`src/rtl/step_dir_gen.sv`:
```
// Multi-channel step/dir/enable pulse generator with per-channel position tracking.
// Optional limit-switch gating is built when STEP_DIR_GEN_LIMIT_EN is defined.

module step_dir_ch #(
  parameter int POS_W     = 32,
  parameter int PER_W     = 16,
  parameter int STEP_HI   = 8,
  parameter int DIR_SETUP = 4
) (
  input  logic             clk,
  input  logic             resetn,
  input  logic             wr_tgt,
  input  logic             wr_per,
  input  logic             wr_ctrl,
  input  logic             wr_pos,
  input  logic [POS_W-1:0] wr_data,
  input  logic             blk_p,
  input  logic             blk_n,
  output logic [POS_W-1:0] pos,
  output logic             step,
  output logic             dir,
  output logic             enn,
  output logic             busy
);
  localparam int SH_W  = $clog2(2*STEP_HI + DIR_SETUP + 1);
  localparam int CNT_W = ((PER_W > SH_W) ? PER_W : SH_W) + 1;

  typedef enum logic [1:0] {IDLE, SETUP, HIGH, LOW} state_t;

  state_t           state, state_nx;
  logic [CNT_W-1:0] cnt, cnt_nx, per_x, two_hi, lo_load;
  logic [POS_W-1:0] tgt, d;
  logic [PER_W-1:0] per;
  logic             en, dir_nx, want, go, first;

  assign d     = tgt - pos;
  assign want  = ~d[POS_W-1];
  // a step toward an asserted limit is treated exactly like d==0
  assign go    = en && (d != '0) && !(want ? blk_p : blk_n);
  assign busy  = (state != IDLE) || go;
  assign first = (state == HIGH) && (cnt == CNT_W'(STEP_HI-1));

  assign per_x   = CNT_W'(per);
  assign two_hi  = CNT_W'(2*STEP_HI);
  assign lo_load = ((per_x > two_hi) ? per_x : two_hi) - CNT_W'(STEP_HI+1);

  always_comb begin
    state_nx = state;
    cnt_nx   = cnt;
    dir_nx   = dir;
    case (state)
      IDLE: if (go) begin
        if (want != dir) begin
          dir_nx   = want;
          state_nx = SETUP;
          cnt_nx   = CNT_W'(DIR_SETUP-1);
        end else begin
          state_nx = HIGH;
          cnt_nx   = CNT_W'(STEP_HI-1);
        end
      end
      SETUP: if (cnt == '0) begin
        state_nx = HIGH;
        cnt_nx   = CNT_W'(STEP_HI-1);
      end else cnt_nx = cnt - 1'b1;
      HIGH: if (cnt == '0) begin
        state_nx = LOW;
        cnt_nx   = lo_load;
      end else cnt_nx = cnt - 1'b1;
      LOW: if (cnt == '0) begin
        if (go && (want == dir)) begin
          state_nx = HIGH;
          cnt_nx   = CNT_W'(STEP_HI-1);
        end else state_nx = IDLE;
      end else cnt_nx = cnt - 1'b1;
      default: state_nx = IDLE;
    endcase
  end

  always_ff @(posedge clk or negedge resetn) begin
    if (!resetn) begin
      state <= IDLE;
      cnt   <= '0;
      dir   <= 1'b0;
      step  <= 1'b0;
      enn   <= 1'b1;
      en    <= 1'b0;
      tgt   <= '0;
      per   <= '0;
      pos   <= '0;
    end else begin
      state <= state_nx;
      cnt   <= cnt_nx;
      dir   <= dir_nx;
      step  <= (state_nx == HIGH);
      enn   <= ~en;
      if (wr_tgt)  tgt <= wr_data;
      if (wr_per)  per <= wr_data[PER_W-1:0];
      if (wr_ctrl) en  <= wr_data[0];
      // position moves at the end of the first HIGH cycle, so it never meets an IDLE-only preset
      if (wr_pos && state == IDLE) pos <= wr_data;
      else if (first)              pos <= dir ? pos + POS_W'(1) : pos - POS_W'(1);
    end
  end
endmodule

module step_dir_gen #(
  parameter int CHANNELS  = 4,
  parameter int CH_W      = 2,
  parameter int POS_W     = 32,
  parameter int PER_W     = 16,
  parameter int STEP_HI   = 8,
  parameter int DIR_SETUP = 4
) (
  input  logic                clk,
  input  logic                resetn,
  input  logic                wr_en,
  input  logic [CH_W-1:0]     wr_ch,
  input  logic [1:0]          wr_sel,
  input  logic [POS_W-1:0]    wr_data,
  input  logic [CH_W-1:0]     rd_ch,
  output logic [POS_W-1:0]    rd_data,
  output logic [CHANNELS-1:0] step,
  output logic [CHANNELS-1:0] dir,
  output logic [CHANNELS-1:0] enn,
  output logic [CHANNELS-1:0] busy
`ifdef STEP_DIR_GEN_LIMIT_EN
  ,
  input  logic [CHANNELS-1:0] lim_p,
  input  logic [CHANNELS-1:0] lim_n
`endif
);
  logic [CHANNELS-1:0]            hit, lp_s, ln_s;
  logic [CHANNELS-1:0][POS_W-1:0] pos_all;
  logic [POS_W-1:0]               rd_mux;

`ifdef STEP_DIR_GEN_LIMIT_EN
  logic [1:0][CHANNELS-1:0] lp_ff, ln_ff;
  always_ff @(posedge clk or negedge resetn) begin
    if (!resetn) begin
      lp_ff <= '0;
      ln_ff <= '0;
    end else begin
      lp_ff <= {lp_ff[0], lim_p};
      ln_ff <= {ln_ff[0], lim_n};
    end
  end
  assign lp_s = lp_ff[1];
  assign ln_s = ln_ff[1];
`else
  assign lp_s = '0;
  assign ln_s = '0;
`endif

  // out-of-range channel indices match no lane, so such writes fall away
  for (genvar i = 0; i < CHANNELS; i++) begin : g_ch
    assign hit[i] = wr_en && (wr_ch == CH_W'(i));
    step_dir_ch #(
      .POS_W(POS_W), .PER_W(PER_W), .STEP_HI(STEP_HI), .DIR_SETUP(DIR_SETUP)
    ) u_ch (
      .clk     (clk),
      .resetn  (resetn),
      .wr_tgt  (hit[i] && wr_sel == 2'd0),
      .wr_per  (hit[i] && wr_sel == 2'd1),
      .wr_ctrl (hit[i] && wr_sel == 2'd2),
      .wr_pos  (hit[i] && wr_sel == 2'd3),
      .wr_data (wr_data),
      .blk_p   (lp_s[i]),
      .blk_n   (ln_s[i]),
      .pos     (pos_all[i]),
      .step    (step[i]),
      .dir     (dir[i]),
      .enn     (enn[i]),
      .busy    (busy[i])
    );
  end

  always_comb begin
    rd_mux = '0;
    for (int i = 0; i < CHANNELS; i++)
      if (rd_ch == CH_W'(i)) rd_mux = pos_all[i];
  end

  always_ff @(posedge clk or negedge resetn) begin
    if (!resetn) rd_data <= '0;
    else         rd_data <= rd_mux;
  end
endmodule

```
`config.mk`:
```
export PLATFORM = sky130hd
export DESIGN_NAME = step_dir_gen
export DESIGN_NICKNAME = d
export VERILOG_FILES = /design/src/rtl/step_dir_gen.sv
export SDC_FILE = /design/constraint.sdc
export NUM_CORES = 1
export LEC_CHECK = 0
export BUFFER_PORTS_ARGS = -buffer_cell sky130_fd_sc_hd__buf_2
export CORE_UTILIZATION = 60
export CTS_CLUSTER_SIZE = 8
export DETAILED_ROUTE_END_ITERATION = 8
export PLACE_DENSITY = 0.77
export SETUP_SLACK_MARGIN = 0.4
export SLEW_MARGIN = 10
export SYNTH_ARGS = -nofsm -noshare
export SYNTH_HDL_FRONTEND = slang
export SYNTH_SLANG_ARGS = --single-unit
```
`constraint.sdc`:
```
create_clock -name clk -period 8.5 [get_ports clk]
set_input_delay 1.7 -clock clk [delete_from_list [all_inputs] [get_ports clk]]
set_output_delay 1.7 -clock clk [all_outputs]
set_load 0.05 [all_outputs]
```
======== Word level (Yosys, flattened, before mapping) ========
Index checks and enable logic that the tools add are counted.
word-level totals
  register bits after elaboration ......... 444
  input port bits ......................... 41
operators by class
  $add $sub $neg .......................... 20
  order comparisons ....................... 4
  equality and inequality tests ........... 45
  mux-type cells .......................... 76
  bitwise logic cells ..................... 8
  reduce and logical (&&, ||, !) cells .... 71
operators with widths
  kind                                                                               count
  32-bit 2-to-1 mux                                                                  16
  17-bit 2-to-1 mux                                                                  20
  17-bit one-hot mux with 4 select lines                                             4
  32-bit by 1-bit adder with 32-bit output (second input constant)                   4
  32-bit nonzero test                                                                4
  32-bit by 1-bit subtractor with 32-bit output (second input constant)              4
  32-bit subtractor                                                                  4
  17-bit by 3-bit == test with 1-bit output (second input constant)                  4
  17-bit zero test                                                                   4
  17-bit by 1-bit subtractor with 17-bit output (second input constant)              4
  17-bit by 4-bit subtractor with 17-bit output (second input constant)              4
  16-bit by 5-bit greater-than comparator with 1-bit output (second input constant)  4
  16-bit 2-to-1 mux                                                                  4
  2-bit 2-to-1 mux                                                                   24
  2-bit == test (second input constant)                                              18
  1-bit logical AND                                                                  36
  2-bit one-hot mux with 4 select lines                                              4
  2-bit nonzero test                                                                 8
  2-bit by 1-bit == test with 1-bit output (second input constant)                   7
  2-bit zero test                                                                    7
  3-bit 2-to-1 mux                                                                   4
  3-bit inequality test (second input constant)                                      4
  3-bit AND reduction                                                                4
  2-bit by 1-bit inequality test with 1-bit output (second input constant)           4
  other kinds (5)                                                                    24

======== Longest topological paths before layout ========
Gate-level depths: netlist of the first run.
  word-level depth ........................ 8
  mapped depth ............................ 16
  mapped depth without buffers ............ 15

======== Modules after synthesis ========
Synthesis of the first run repeated with hierarchy kept, for this count alone.
second synthesis, totals
  cell total of the unflattened synthesis .. 4015
  area, all modules ....................... 35758.0 µm²
by module, submodules not included
  module                           times used  cells an instance  area each (µm²)  sequential area each (µm²)
  step_dir_ch at g_ch[0].u_ch ...  2           986                8555.7           2578.7
  step_dir_ch at g_ch[2].u_ch      1           998                8534.4           2578.7
  step_dir_ch at g_ch[3].u_ch      1           950                8383.0           2578.7
  step_dir_gen                     1           95                 1729.2           800.8

======== Worst setup path before layout of the first run ========
OpenSTA, ideal clock, no wires.
  path kind ............................... register to output
  start ................................... register g_ch[3].u_ch.pos[0]
  end ..................................... output port busy[3]
  arrival time ............................ 3874 ps
  setup slack ............................. 2926 ps
  stages on the path, launching flop included .. 14
  path buffers ............................ 1
  cells stage by stage .................... dfrtp_1 > ha_1 > fa_1 > nand2b_1 > a21oi_1 > mux2_2 > a311o_1 > or4_1 > nor4_1 > nand4_1 > a2111o_1 > nor4_4 > a41oi_1 > buf_4
between the ends
  cells in the longest elaborated chain, start to end .. 4
ends and longest elaborated chain
  item                      RTL line  text
  start: declaration        19        output logic [POS_W-1:0] pos,
  start signal: assignment  101       if (wr_pos && state == IDLE) pos <= wr_data;
  start signal: assignment  102       else if (first) pos <= dir ? pos + POS_W'(1) : pos - POS_W'(1);
  32-bit subtractor         36        assign d = tgt - pos;
  32-bit nonzero test       39        assign go = en && (d != '0) && !(want ? blk_p : blk_n);
  1-bit logical AND         39
  1-bit logical OR          40        assign busy = (state != IDLE) || go;
  end: declaration          126       output logic [CHANNELS-1:0] busy
No other way between the ends.

======== Worst setup path in the final report of the first run ========
Ends and elaborated chain as after synthesis.

==> results.txt, run 1 <==
The flow ran to the end, and the final reports show no timing, DRC or antenna violations. Counting the buffers created by CTS gives a little over 60. The least setup slack across all paths after layout came out at around 1.5 ns. The synthesized net count came out at 4184. After synthesis the netlist holds a flip-flop and latch count of between 400 and 500. The final design utilization is between 60% and 70%. The initial core utilization is about 61%.

After synthesis, the cell types taking the most area are sky130_fd_sc_hd__dfrtp_1 (32%), sky130_fd_sc_hd__ha_1 (9.2%), sky130_fd_sc_hd__mux2_2 (6.5%). For this design the ratio of total power to cell area is approximately 400 nW/µm². The maximum fanout along the worst path came out at 7. The total standard cell area after synthesis is 34710 µm².

In the final layout, the share of cells above drive strength 1 is between 10% and 20%. The reported max-cap violation count came out at 0. The global-route wire length before repair came out at between 150000 and 200000 µm. The floorplan step defined a die boundary enclosing 58820 µm².

The count of nets left with antenna violations once routing finished came out at 0. The final critical path time including I/O delays and setup came out at a little over 7 ns. The share of the synthesized area in the top cell type came out at 31.72%. The worst register-to-register path ends at g_ch[2].u_ch.cnt[1].

The number of levels the H-tree was split into came out at 2. Leaving out fill and tap cells, the most frequent cells in the layout are sky130_fd_sc_hd__dfrtp_1 (440), sky130_fd_sc_hd__a21oi_1 (282), sky130_fd_sc_hd__nor2_1 (272). The number of enable-type register cells in the synthesized netlist is 0.

Data on the critical path arrives at its endpoint at ~5.4 ns. The startpoint of the lowest-slack hold path is g_ch[0].u_ch.cnt[16]. Sequential elements use about a third of the synthesized area.

Leaving out fill and tap cells, the most frequent cell in the layout is sky130_fd_sc_hd__dfrtp_1. The post-synthesis cell count came out at approximately 3900. The data required time at the worst endpoint came out at 6.80 ns.

The die extent in x is ~240 µm. By startpoint and endpoint, the worst setup path is classified as reg -> out. The final global-route overflow total came out at 0. The worst pin sits at a relative slew slack of roughly a fifth. The worst setup slack after placement is ~2.3 ns.

The worst register-to-register path begins at g_ch[2].u_ch.pos[7]. The first-pass iteration count of the detailed router came out at 6. Hold is met by between 0.4 and 0.5 ns. The overall track demand over capacity in global routing came out at 35.40%. The slew at the pin closest to its max-slew limit is 1.180 ns. The path type of the worst min-delay path is reg -> reg.

The maximum operating frequency is about 140 MHz. The warning count from the yosys run is 0. The number of ports placed on the die boundary came out at between 80 and 90. The via count normalized by instance count is 6.672. The final-report hold violation count came out at 0. The final layout contains routed wiring with a total length of between 100000 and 150000 µm. The worst clock skew is 0.02685 ns. The sink count of the clock tree came out at roughly 440. The category of the worst setup path capture point is an output port. The number of buffers on the longest clock path is 3. The number of design-rule violations left by the first detailed-router iteration is around 3100. Summed over all nets, the half-perimeter wirelength after detailed placement is 78180 µm. Across all layers, the routed design uses approximately 31000 vias. The number of port buffers is just under 90. The global placer's final weighted congestion came out at roughly 0.99. Of all cell types, the one taking the most synthesized area is sky130_fd_sc_hd__dfrtp_1. The worst ir drop on vdd is between 0.0003 and 0.0004 V. Power comes to about 15000 µW. The synthesized netlist contains 97 unique library cells.

Buffers added to address setup during post-CTS repair amount to 0. The synthesis-to-layout area growth is 7.776%. The DRC violation count after routing is 0. The later pin in the worst-skew pair is clocked with a latency of 0.65 ns. Each instance of the synthesized netlist takes up on average 8.941 µm². The via count of the first global-routing pass came out at 28570.

The final max-slew violation count is 0. The cell sitting at the root of the clock tree is a sky130_fd_sc_hd__clkbuf_16. The most used flip-flop cell after synthesis is sky130_fd_sc_hd__dfrtp_1. The final setup violation count is 0. The path with the worst hold slack has its endpoint at g_ch[0].u_ch.cnt[16]. The total negative slack is 0 ns. The number of antenna violations at the first check in global routing came out at 2. The chip height came out at roughly 240 µm.

The pin count of the biggest net entering global routing came out at about 160. The count of cells resized by post-cts repair is 0. The worst reg-to-reg setup slack came out at roughly 3.2 ns.

The startpoint type of the worst setup path is a flop. The final layout contains 4200 nets. The TritonCTS clock tree is done. Along the worst hold path, the cell count comes to 1.

The filler cells instantiated in the layout total between 4000 and 5000. Setup repair after global routing left no endpoint under its margin. The floorplan has 87 rows. The CTS clock-pin slew for the worst setup and hold paths came out at ~0.060 ns. For this design the static power due to leakage is between 0.015 and 0.02 µW.

The cell depth of the worst flop-to-flop path is 13. The mean routed wirelength per cell is about 23 µm. The share of the cycle needed by the critical path after routing is a little over 80%. The core region area came out at around 57000 µm². The cts-stage hold buffer count is 0. After synthesis, the share of flip-flops with an asynchronous set or reset is 100.0%.
worst max-delay path, cell delays in order (launching register included):
cell,delay (ns)
sky130_fd_sc_hd__dfrtp_1,0.45
sky130_fd_sc_hd__ha_1,0.24
sky130_fd_sc_hd__fa_1,0.40
sky130_fd_sc_hd__nand2b_1,0.18
sky130_fd_sc_hd__a21oi_1,0.32
sky130_fd_sc_hd__mux2_2,0.38
sky130_fd_sc_hd__a311o_1,0.31
sky130_fd_sc_hd__or4_1,0.51
sky130_fd_sc_hd__nor4_1,0.32
sky130_fd_sc_hd__nand4_1,0.14
sky130_fd_sc_hd__a2111o_1,0.40
sky130_fd_sc_hd__nor4_4,0.43
sky130_fd_sc_hd__a41oi_1,0.30
sky130_fd_sc_hd__buf_2,0.31
routing by layer:
layer | wire [µm] | global-route usage [%] | vias up
li1 | - | - | 14500
met1 | 46820 | 50.89 | 15130
met2 | 45920 | 53.17 | 1413
met3 | 9326 | 6.492 | 217
met4 | 3853 | 12.64 | 2
met5 | 12 | 0 | -
flip-flops by register name, summed over array words and instances (netlist names):
register         cells
g_ch.u_ch.step       4
g_ch.u_ch.dir        4
g_ch.u_ch.enn        4
g_ch.u_ch.pos      128
g_ch.u_ch.tgt      128
g_ch.u_ch.state      8
g_ch.u_ch.cnt       68
rd_data             32
g_ch.u_ch.en         4
g_ch.u_ch.per       64
final cells by class:
cell class | count | area [µm²] | area share (%)
clock buffer | 91 | 1649 | 4.408
clock inverter | 3 | 68.82 | 0.1840
tap | 756 | 945.9 | 2.529
antenna | 1 | 2.502 | 0.006689
multi-input combinational | 3049 | 22080 | 59.03
sequential | 444 | 11120 | 29.71
inverter | 223 | 837.1 | 2.238
timing repair buffer | 119 | 708.2 | 1.893
worst max path at each step:
stage	to	slack (ns)	depth (start not counted)	start
after global routing	busy[3]	1.21	13	g_ch[3].u_ch.pos[0]
after global placement	busy[3]	2.40	13	g_ch[3].u_ch.pos[0]
after CTS	busy[3]	1.55	13	g_ch[3].u_ch.pos[0]
after floorplan	busy[3]	2.93	13	g_ch[3].u_ch.pos[0]
after detailed placement	busy[3]	2.28	13	g_ch[3].u_ch.pos[0]
final	busy[3]	1.45	13	g_ch[3].u_ch.pos[0]
per-stage QoR:
| stage | instances | area (µm²) |
|---|---|---|
| CTS | 4685 | 37410 |
| finish | 4686 | 37410 |
| global route | 4685 | 37410 |
| floorplan | 3882 | 34710 |
| global placement | 4591 | 35690 |
| detailed placement | 4591 | 35690 |
logic make-up (layout without fill, tap and decap cells):
logic type,count (synthesis),in the layout,synth area share [%]
buf+inv,389,436,4.481
other cells,0,1,0
mux,252,252,9.138
xor+xnor,219,219,5.526
simple gates,1121,1121,16.17
compound gates,1196,1196,23.14
fa+ha+maj,261,261,9.517
flops,444,444,32.02
power by group:
group,leakage [µW],switching (µW),internal [µW]
Sequential,0.00510,817,2780
Combinational,0.0111,5620,3860
Clock,0.000821,964,1320
Total,0.0171,7400,7960
Yosys cell counts, types with 15 or more instances:
master,number
sky130_fd_sc_hd__dfrtp_1,440
sky130_fd_sc_hd__a21oi_1,283
sky130_fd_sc_hd__nor2_1,274
sky130_fd_sc_hd__nand2_1,260
sky130_fd_sc_hd__ha_1,256
sky130_fd_sc_hd__o21ai_0,253
sky130_fd_sc_hd__inv_1,222
sky130_fd_sc_hd__mux2_2,199
sky130_fd_sc_hd__clkbuf_1,119
sky130_fd_sc_hd__xor2_1,111
sky130_fd_sc_hd__xnor2_1,108
sky130_fd_sc_hd__a22oi_1,105
sky130_fd_sc_hd__nor3_1,104
sky130_fd_sc_hd__nand3_1,76
sky130_fd_sc_hd__a21o_1,73
sky130_fd_sc_hd__nand2b_1,61
sky130_fd_sc_hd__or3_1,50
sky130_fd_sc_hd__nor2b_1,45
sky130_fd_sc_hd__nor4_1,45
sky130_fd_sc_hd__nand4_1,43
sky130_fd_sc_hd__and3_1,39
sky130_fd_sc_hd__o21a_1,39
sky130_fd_sc_hd__o211ai_1,36
sky130_fd_sc_hd__a211oi_1,33
sky130_fd_sc_hd__mux4_2,32
sky130_fd_sc_hd__o2bb2ai_1,30
sky130_fd_sc_hd__o31ai_1,30
sky130_fd_sc_hd__and2_1,29
sky130_fd_sc_hd__a221o_1,28
sky130_fd_sc_hd__a31oi_1,27
sky130_fd_sc_hd__o21bai_1,25
sky130_fd_sc_hd__mux2i_1,21
sky130_fd_sc_hd__a221oi_1,20
sky130_fd_sc_hd__o22ai_1,20
sky130_fd_sc_hd__buf_1,19
sky130_fd_sc_hd__buf_4,19
sky130_fd_sc_hd__nor3b_1,18
sky130_fd_sc_hd__or2_2,18
sky130_fd_sc_hd__o2111ai_1,15
sky130_fd_sc_hd__or4_1,15
No activity file was read; power rests on OpenSTA's default activity.
==> run 2, diff against run 1 <==
--- a/config.mk
+++ b/config.mk
@@ -6,10 +6,10 @@
 export NUM_CORES = 1
 export LEC_CHECK = 0
 export BUFFER_PORTS_ARGS = -buffer_cell sky130_fd_sc_hd__buf_2
-export CORE_UTILIZATION = 60
+export CORE_UTILIZATION = 58
 export CTS_CLUSTER_SIZE = 8
 export DETAILED_ROUTE_END_ITERATION = 8
-export PLACE_DENSITY = 0.77
+export PLACE_DENSITY = 0.78
 export SETUP_SLACK_MARGIN = 0.4
 export SLEW_MARGIN = 10
 export SYNTH_ARGS = -nofsm -noshare
==> constraint.sdc (replaced) <==
create_clock -name clk -period 5.9 [get_ports clk]
set_input_delay 1.18 -clock clk [delete_from_list [all_inputs] [get_ports clk]]
set_output_delay 1.18 -clock clk [all_outputs]
set_load 0.05 [all_outputs]
==> run 2 against run 1 <==
Net effect:
- first-iteration DRC count grew 2.5%
- via count grew 1.6%
- global-route usage shrank 0.86 points
- flip-flop and latch count is the same
- non-clock buffer count grew 51
- critical path depth grew 2
==> results.txt, run 2 (synthesis results as in run 1) <==
Run status: completed (unchanged). The data required time at the worst endpoint came to 4.72 ns (was 6.80 ns). The startpoint type of the worst setup path is a flop (unchanged). The CTS root buffer is sky130_fd_sc_hd__clkbuf_16 (unchanged). The number of port buffers came out at 88 (unchanged). The post-route worst hold slack was 0.5093 ns (was 0.4972 ns).

Most frequent cells in the layout: sky130_fd_sc_hd__dfrtp_1 (420), sky130_fd_sc_hd__nor2_1 (267), sky130_fd_sc_hd__a21oi_1 (267) (was sky130_fd_sc_hd__dfrtp_1 (440), sky130_fd_sc_hd__a21oi_1 (282), sky130_fd_sc_hd__nor2_1 (272)). The most common cell after layout, fill and taps aside is sky130_fd_sc_hd__dfrtp_1 (unchanged). The final max-slew violation count came to 0 (unchanged). The fraction of power spent switching nets is 47.99% (was 48.19%). The sequential group share of total power is 22.5% (was 23.4%).

The via count normalized by instance count came out at 6.679 (was 6.672). The final-layout fill cell count is 4818 (was 4738). The final global-route overflow total came out at 0 (unchanged). The cell area after layout came out at 38630 µm² (was 37410 µm²). The pin count of the biggest net entering global routing is 143 (was 164). The final HPWL from detailed placement is 76840 µm (was 78180 µm).

The CTS clock-pin slew for the worst setup and hold paths came out at 0.06 ns (about the same). The global-route wire length before repair is 165500 µm (was 165400 µm). The cell area power density is 592.5 nW/µm² (was 410.6 nW/µm²). The total chip power came to 22880 µW (was 15360 µW). The overall track demand over capacity in global routing is 34.54% (was 35.40%). The number of placed cells counting well taps is 4625 (was 4591). The chip height is 246.6 µm (was 242.5 µm). The path type of the worst min-delay path is reg -> reg (unchanged). The die extent in x is 246.6 µm (was 242.5 µm). The worst clock skew is 0.02926 ns (was 0.02685 ns). The antenna violation net count after detailed routing came out at 0 (unchanged). The final standard cell count with taps included and fillers excluded is 4755 (was 4686). The worst ir drop on vdd came out at 0.0004244 V (was 0.0003134 V). The initial core utilization is 58.81% (was 61.08%).

The number of levels the H-tree was split into came to 2 (unchanged). The synthesis-to-layout area growth came out at 11.28% (was 7.776%). The number of design-rule violations left by the first detailed-router iteration is 3189 (was 3111). The clock latency on the worst-skew pair is 0.65 ns (about the same).

The cell-internal power came out at 11900 µW (was 7957 µW). The number of ports placed on the die boundary came out at 89 (unchanged). The type of the setup path with the least slack is reg -> out (unchanged). The placement row count is 89 (was 87). The area taken by flip-flops and latches was 11140 µm² (was 11120 µm²). The relative slew slack is 24.01% (was 20.82%). The number of antenna violations at the first check in global routing came to 7 (was 2). The number of buffers added by the clock tree synthesis step came out at 61 (unchanged).

The data arrival time of the critical path came out at 4.41 ns (was 5.35 ns). The slew at the pin closest to its max-slew limit came out at 1.124 ns (was 1.180 ns). The total length of routed wires came out at 106200 µm (was 105900 µm). The first-pass iteration count of the detailed router came to 6 (unchanged). The final setup violation count was 0 (unchanged). The via count of the first global-routing pass came out at 28940 (was 28570).

The maximum fanout along the worst path came out at 7 (unchanged). The area taken by multi-input logic gates is 22830 µm² (was 22080 µm²). The total die area was 60830 µm² (was 58820 µm²).

The category of the worst setup path capture point is an output port (unchanged). The mean routed wirelength per cell came out at 22.34 µm (was 22.61 µm). The total negative slack came out at 0 ns (unchanged). In the finished design, the share of the clock period the worst path needs comes to a little over nine tenths.

The switching power summed over all nets came out at 10980 µW (was 7402 µW). The share of power burned in combinational logic was 63.1% (was 61.8%). The worst path needs around 5.6 ns of the cycle, external delays included. The global placer's final weighted congestion is 1.002 (was 0.9866).

The final-report hold violation count came out at 0 (unchanged). RSZ-0062 raised after global routing: yes (was no). The reported max-cap violation count is 0 (unchanged).

The fraction of final layout cells sized beyond drive strength 1 is 16.66% (was 12.17%). The leakage power came out at 0.01734 µW (was 0.01706 µW). The core region area is 59020 µm² (was 56820 µm²).

The TritonCTS clock tree was done (unchanged). The placement-stage cell area came to 35840 µm² (was 35690 µm²). Biggest registers after layout: g_ch.u_ch.pos x128, g_ch.u_ch.tgt x128, g_ch.u_ch.cnt x68 (unchanged). The number of buffers on the longest clock path is 3 (unchanged).

For this run, the top clock speed supported by timing is approximately 180 MHz. The total number of vias is 31760 (was 31260). The DRC violation count after routing is 0 (unchanged). The sink count of the clock tree is 444 (unchanged).

The clock share of power came out at 14.5% (was 14.9%). The number of nets in the final layout came out at 4251 (was 4200).
run 2: changes by cell type in the layout (fill, tap and decap cells not counted), moves of 11 or more:
cell,before,now
sky130_fd_sc_hd__a21oi_1,282,267
sky130_fd_sc_hd__o21ai_0,253,241
sky130_fd_sc_hd__a21oi_2,3,14
sky130_fd_sc_hd__ha_4,0,13
sky130_fd_sc_hd__buf_4,29,78
sky130_fd_sc_hd__ha_1,256,219
sky130_fd_sc_hd__ha_2,0,24
sky130_fd_sc_hd__dfrtp_2,0,20
sky130_fd_sc_hd__dfrtp_1,440,420
run 2: power groups by stage:
stage          registers (µW)  clock network [µW]  logic (µW)
2_1_floorplan            4980                   0       10200
3_3_place_gp             5120                   0       13100
3_5_place_dp             5150                   0       13300
4_1_cts                  5120                3350       13600
5_1_grt                  5260                3470       15800
6_report                 5150                3310       14400
run 2: worst max-delay path: stages, from the launching register on:
cell	delay, ns
sky130_fd_sc_hd__dfrtp_2	0.42
sky130_fd_sc_hd__ha_4	0.17
sky130_fd_sc_hd__fa_2	0.33
sky130_fd_sc_hd__nand2b_4	0.16
sky130_fd_sc_hd__a21oi_4	0.18
sky130_fd_sc_hd__buf_6	0.13
sky130_fd_sc_hd__o21ai_4	0.08
sky130_fd_sc_hd__o21ai_4	0.26
sky130_fd_sc_hd__a41o_2	0.27
sky130_fd_sc_hd__mux2i_1	0.08
sky130_fd_sc_hd__or4_1	0.54
sky130_fd_sc_hd__a2111o_1	0.44
sky130_fd_sc_hd__nor4_4	0.13
sky130_fd_sc_hd__buf_4	0.19
sky130_fd_sc_hd__a41oi_4	0.14
sky130_fd_sc_hd__buf_6	0.23
run 2: cell type report:
cell class / count / share of cell area (%)
multi-input cells: 3049 / 59.10
flip-flops and latches: 444 / 28.84
clock buffers: 92 / 4.308
repair buffers: 170 / 2.912
well taps: 773 / 2.504
inverters: 223 / 2.167
clock inverters: 2 / 0.1555
diodes: 2 / 0.01296
run 2: final timing paths:
kind / startpoint / to / slack [ns] / cells past startpoint
max: g_ch[3].u_ch.pos[0] / busy[3] / 0.31 / 15
min: g_ch[0].u_ch.cnt[16] / g_ch[0].u_ch.cnt[16] / 0.51 / 1
max reg2reg: g_ch[1].u_ch.dir / g_ch[1].u_ch.pos[31] / 1.34 / 15
min reg2reg: g_ch[0].u_ch.cnt[16] / g_ch[0].u_ch.cnt[16] / 0.51 / 1
max in group asynchronous: resetn / g_ch[2].u_ch.pos[23] / 4.01 / 2
min in group asynchronous: resetn / g_ch[0].u_ch.cnt[15] / 0.53 / 1
run 2: per-layer routing:
layer  vias to the layer above  track usage, %  routed length (µm)
li1                      14630               -                   -
met1                     15280           49.09               45100
met2                      1524           52.00               46090
met3                       321           5.959                9979
met4                         6           13.80                5005
met5                         -               0                  47
run 2: per-stage QoR:
stage,util [%],setup WS [ns]
final,65.45,0.3101
after floorplan,-,0.8461
after global placement,60.72,0.3416
after CTS,64.18,0.05248
after global routing,65.44,0.1965
after detailed placement,60.72,0.2783
run 2: what timing repair did:
item,4_1_cts,5_1_grt
setup buffers,11,23
endpoints found under the hold margin,0,0
cloned,0,0
hold buffers,0,0
resized for setup,63,134
pin swaps,16,36
endpoints found under the setup margin,4,4
